$ cat config.mk
export PLATFORM = sky130hd
export DESIGN_NAME = mux_arbiter_16
export DESIGN_NICKNAME = d
export VERILOG_FILES = /design/src/rtl/mux_arbiter_16_pkg.sv /design/src/rtl/mux_arbiter_16_mux.sv /design/src/rtl/mux_arbiter_16.sv
export SDC_FILE = /design/constraint.sdc
export NUM_CORES = 1
export LEC_CHECK = 0
export BUFFER_PORTS_ARGS = -buffer_cell sky130_fd_sc_hd__buf_4
export CORE_UTILIZATION = 49
export CTS_CLUSTER_SIZE = 30
export DETAILED_ROUTE_END_ITERATION = 10
export GPL_TIMING_DRIVEN = 0
export PLACE_DENSITY = 0.87
export SYNTH_ARGS = -nofsm -noshare
export SYNTH_HDL_FRONTEND = slang
export SYNTH_HIERARCHICAL = 1
export SYNTH_SLANG_ARGS = --single-unit
$ cat constraint.sdc
create_clock -name clk -period 6.4 [get_ports clk]
set_clock_uncertainty 0.15 [all_clocks]
set_input_delay 0.32 -clock clk [delete_from_list [all_inputs] [get_ports clk]]
set_output_delay 0.32 -clock clk [all_outputs]
set_load 0.05 [all_outputs]
$ cat src/rtl/mux_arbiter_16_pkg.sv
// Shared definitions for the two-requester packet arbiter: FSM state
// encoding and the default data path width.
package mux_arbiter_16_pkg;

    localparam int WIDTH_DEFAULT = 16;

    typedef enum logic [1:0] {
        IDLE   = 2'd0,
        GRANT0 = 2'd1,
        GRANT1 = 2'd2
    } state_t;

endpackage

$ cat src/rtl/mux_arbiter_16_mux.sv
// Two-input data multiplexer: select=0 passes in0, select=1 passes in1.
module multiplexer_16
    import mux_arbiter_16_pkg::*;
#(
    parameter int WIDTH = WIDTH_DEFAULT
) (
    input  logic [WIDTH-1:0] in0,
    input  logic [WIDTH-1:0] in1,
    input  logic             select,
    output logic [WIDTH-1:0] out
);

    assign out = select ? in1 : in0;

endmodule

$ cat src/rtl/mux_arbiter_16.sv
// Packet-locked round-robin arbiter for two valid/ready requesters feeding
// one registered output stage. A grant is held until the beat flagged last
// is accepted; the FSM then returns to IDLE for one bubble cycle and the
// round-robin pointer moves to the other requester.
module mux_arbiter_16
    import mux_arbiter_16_pkg::*;
#(
    parameter int WIDTH = WIDTH_DEFAULT
) (
    input  logic             clk,
    input  logic             rst_n,
    input  logic             in0_valid,
    input  logic [WIDTH-1:0] in0_data,
    input  logic             in0_last,
    output logic             in0_ready,
    input  logic             in1_valid,
    input  logic [WIDTH-1:0] in1_data,
    input  logic             in1_last,
    output logic             in1_ready,
    output logic             out_valid,
    output logic [WIDTH-1:0] out_data,
    output logic             out_last,
    output logic             out_src,
    input  logic             out_ready
);

    state_t         state;
    logic           prio;
    logic           sink_free;
    logic           grant_sel;
    logic           accept;
    logic [WIDTH:0] sel_beat;

    // The output register can take a new beat when empty or being drained.
    assign sink_free = !out_valid || out_ready;
    assign in0_ready = (state == GRANT0) && sink_free;
    assign in1_ready = (state == GRANT1) && sink_free;
    assign grant_sel = (state == GRANT1);
    assign accept    = (in0_valid && in0_ready) || (in1_valid && in1_ready);

    // last flag rides along with the data as the MSB of the muxed beat
    multiplexer_16 #(
        .WIDTH (WIDTH + 1)
    ) u_data_mux (
        .in0    ({in0_last, in0_data}),
        .in1    ({in1_last, in1_data}),
        .select (grant_sel),
        .out    (sel_beat)
    );

    // Arbitration FSM: pick a requester in IDLE, hold it until its last beat.
    always_ff @(posedge clk or negedge rst_n) begin
        if (!rst_n) begin
            state <= IDLE;
            prio  <= 1'b0;
        end else begin
            case (state)
                IDLE: begin
                    if (in0_valid && in1_valid)
                        state <= prio ? GRANT1 : GRANT0;
                    else if (in0_valid)
                        state <= GRANT0;
                    else if (in1_valid)
                        state <= GRANT1;
                end
                GRANT0: begin
                    if (accept && sel_beat[WIDTH]) begin
                        state <= IDLE;
                        prio  <= 1'b1;
                    end
                end
                GRANT1: begin
                    if (accept && sel_beat[WIDTH]) begin
                        state <= IDLE;
                        prio  <= 1'b0;
                    end
                end
                default: state <= IDLE;
            endcase
        end
    end

    // Output register: load on acceptance, clear once drained, else hold.
    always_ff @(posedge clk or negedge rst_n) begin
        if (!rst_n) begin
            out_valid <= 1'b0;
            out_data  <= '0;
            out_last  <= 1'b0;
            out_src   <= 1'b0;
        end else if (accept) begin
            out_valid <= 1'b1;
            out_data  <= sel_beat[WIDTH-1:0];
            out_last  <= sel_beat[WIDTH];
            out_src   <= grant_sel;
        end else if (out_ready) begin
            out_valid <= 1'b0;
        end
    end

endmodule

==> flow_summary.yaml <==
synthesis:
  ys_seq_area_share_pct: 43.4
  synth_seq_cells: 22
  ys_types: 28
  avgSynthCellArea_um2: 14.4
  synth_ff_type: "dfrtp_1"
  synth-edff-count: 0
  syn_inst: 88
  synth_warnings: 6
  syn_area_um2: 1270
  async_flop_share_pct: 100
  syn_nets: 130
layout:
  drive_gt1_share_pct: 69.7
  fin_area_um2: 1810
  final_common_cell: "buf_4"
  nFillCells: 160
  fin_nets: 195
  syn_to_final_growth_pct: 42.8
  diodes: 0
  final_cell_mix: "buf_4 (59), mux2_2 (24), dfrtp_1 (22), mux2_4 (12)"
  ff_latch_area_um2: 551
  multiInputGateArea_um2: 661
  final_cell_count_no_fill: 182
clock_network:
  clk_path_buf_depth: 2
  clkLatencyLatePin_ps: 310
  cts_setup_buffers: 0
  worst_setup_hold_path_clk_slew_ps: 130
  clock_sinks: 22
  htreeDepth: 1
  cts_tree: "yes"
  cts-buffers-inserted: 3
  root_buffer: "clkbuf_4"
global_routing:
  grt-ovfl-total: 0
  grt_pass1_wl_um: 4070
  antenna_found_initial: 0
  grt_pass1_vias: 922
  grt_max_degree: 23
  grt_usage_pct: 20.2
sta:
  fmax_mhz: 437
  drv_slew: 0
  setup_tns_ps: 0
  hold_viol: 0
  worst_pin_slew_ps: 327
  finalCritPeriodShare_pct: 35.8
  hold_ws_ps: 155
  min_period_ps: 2290
  setup_viol: 0
  rsz0062_at_grt: "no"
  relSlewSlack_pct: 78.2
routing:
  num_vias: 952
  antenna_left: 0
  drtPass1Iterations: 4
  wire_per_inst_um: 13.9
  wirelength_um: 2520
  vias_per_cell: 5.23
  drcViolationCount: 0
  drtIter0Drc: 7
worst_setup_path:
  path_class: "reg -> reg"
  crit_required_ps: 6460
  cp.arrival_ps: 2350
  crit_path_end_kind: "register"
  cp_max_fo: 8
  startpoint_type: "register"
power:
  p_per_area_nw_per_um2: 556
  power.leakage_uw: 0.000886
  ir_drop_mv: 0.431
  p_total_uw: 1010
floorplan:
  initial_core_util_pct: 51.7
  rows: 18
  ios: 60
  die_h_um: 52.9
  dieWidth_um: 52.9
  dieArea_um2: 2800
  core-area_um2: 2450
placement:
  postPlaceCellArea_um2: 1750
  gp_congestion: 0.822
  dp_cells: 177
  io_buffer_count: 59
  dp_hpwl_um: 1960
worst_hold_path:
  hold_path.class: "in -> reg"
run:
  cap_violations: 0
run_status:
  outcome: "finished, final reports clean"
==> registers in the layout, summed over array words and instances (netlist names) <==
register and flops:
out_data 16, out_last 1, out_src 1, out_valid 1
prio 1, state 2
==> per-stage QoR <==
step                      setup slack [ps]  utilization, %
after floorplan                       4330               -
after global placement                4180            71.3
after detailed placement              4140            71.3
after CTS                             4120            73.8
after global routing                  4020            73.8
final                                 4110            73.8
==> timing repair <==
action / in CTS / in global routing
hold buffers: 1 / 0
endpoints found under the setup margin: 0 / 0
hold endpoints to repair: 22 / 0
resized for setup: 0 / 0
==> layout make-up <==
cell class                 instances  share of cell area, %
inverter                           3                  0.622
timing repair buffer              60                   25.0
tap                               30                   2.07
sequential                        22                   30.4
clock buffer                       3                   1.24
buffer                             3                   2.56
multi-input combinational         60                   36.5
clock inverter                     1                   1.66
==> path summary, 6_finish.rpt <==
path	depth (start not counted)	endpoint	slack [ps]	start
worst max-delay path	6	state[0]	4110	state[0]
worst min-delay path	3	out_valid	160	in1_valid
worst max register to register	6	state[0]	4110	state[0]
worst min register to register	1	out_data[0]	370	out_data[0]
max in group asynchronous	2	out_data[5]	5620	rst_n
min in group asynchronous	2	out_data[4]	260	rst_n
==> synth_stat cells, types with 2 or more instances <==
cell type	n	area share (%)
ha_1	3	3.0
mux2_2	24	21
inv_1	3	0.89
dfrtp_1	22	43
and2_1	2	0.99
mux2_4	12	14
==> layer usage <==
| metal | global-route usage [%] | vias to the layer above | part of all wire, % | wire [um] |
|---|---|---|---|---|
| met5 | 0 | - | 0 | 0 |
| met4 | 7.89 | 0 | 0.83 | 21 |
| met3 | 6.03 | 4 | 8.1 | 203 |
| met2 | 32.3 | 45 | 47 | 1190 |
| met1 | 25.4 | 455 | 44 | 1100 |
| li1 | - | 448 | - | - |
==> logic make-up after synthesis <==
logic type               after synthesis  synth area share [%]
adder cells (fa/ha/maj)                3                  2.96
flip-flops                            22                  43.4
buffers and inverters                  6                  4.54
multiplexers                          36                  35.5
AND/OR/NAND/NOR                       13                  7.79
AO/OA/AOI/OAI                          8                  5.82
==> report_power, final <==
part           switching, uW  total [uW]  internal, uW
clock network           43.4         107          63.3
logic                    381         653           272
registers               39.8         248           208
total                    464        1010           543
==> worst max-delay path, cell delays in order, from the launching register on <==
cell,delay [ps]
dfrtp_1,430
inv_1,90
ha_1,350
buf_6,200
mux2_2,380
a31oi_1,220
mux2_2,360
No activity file was read; power rests on OpenSTA's default activity.
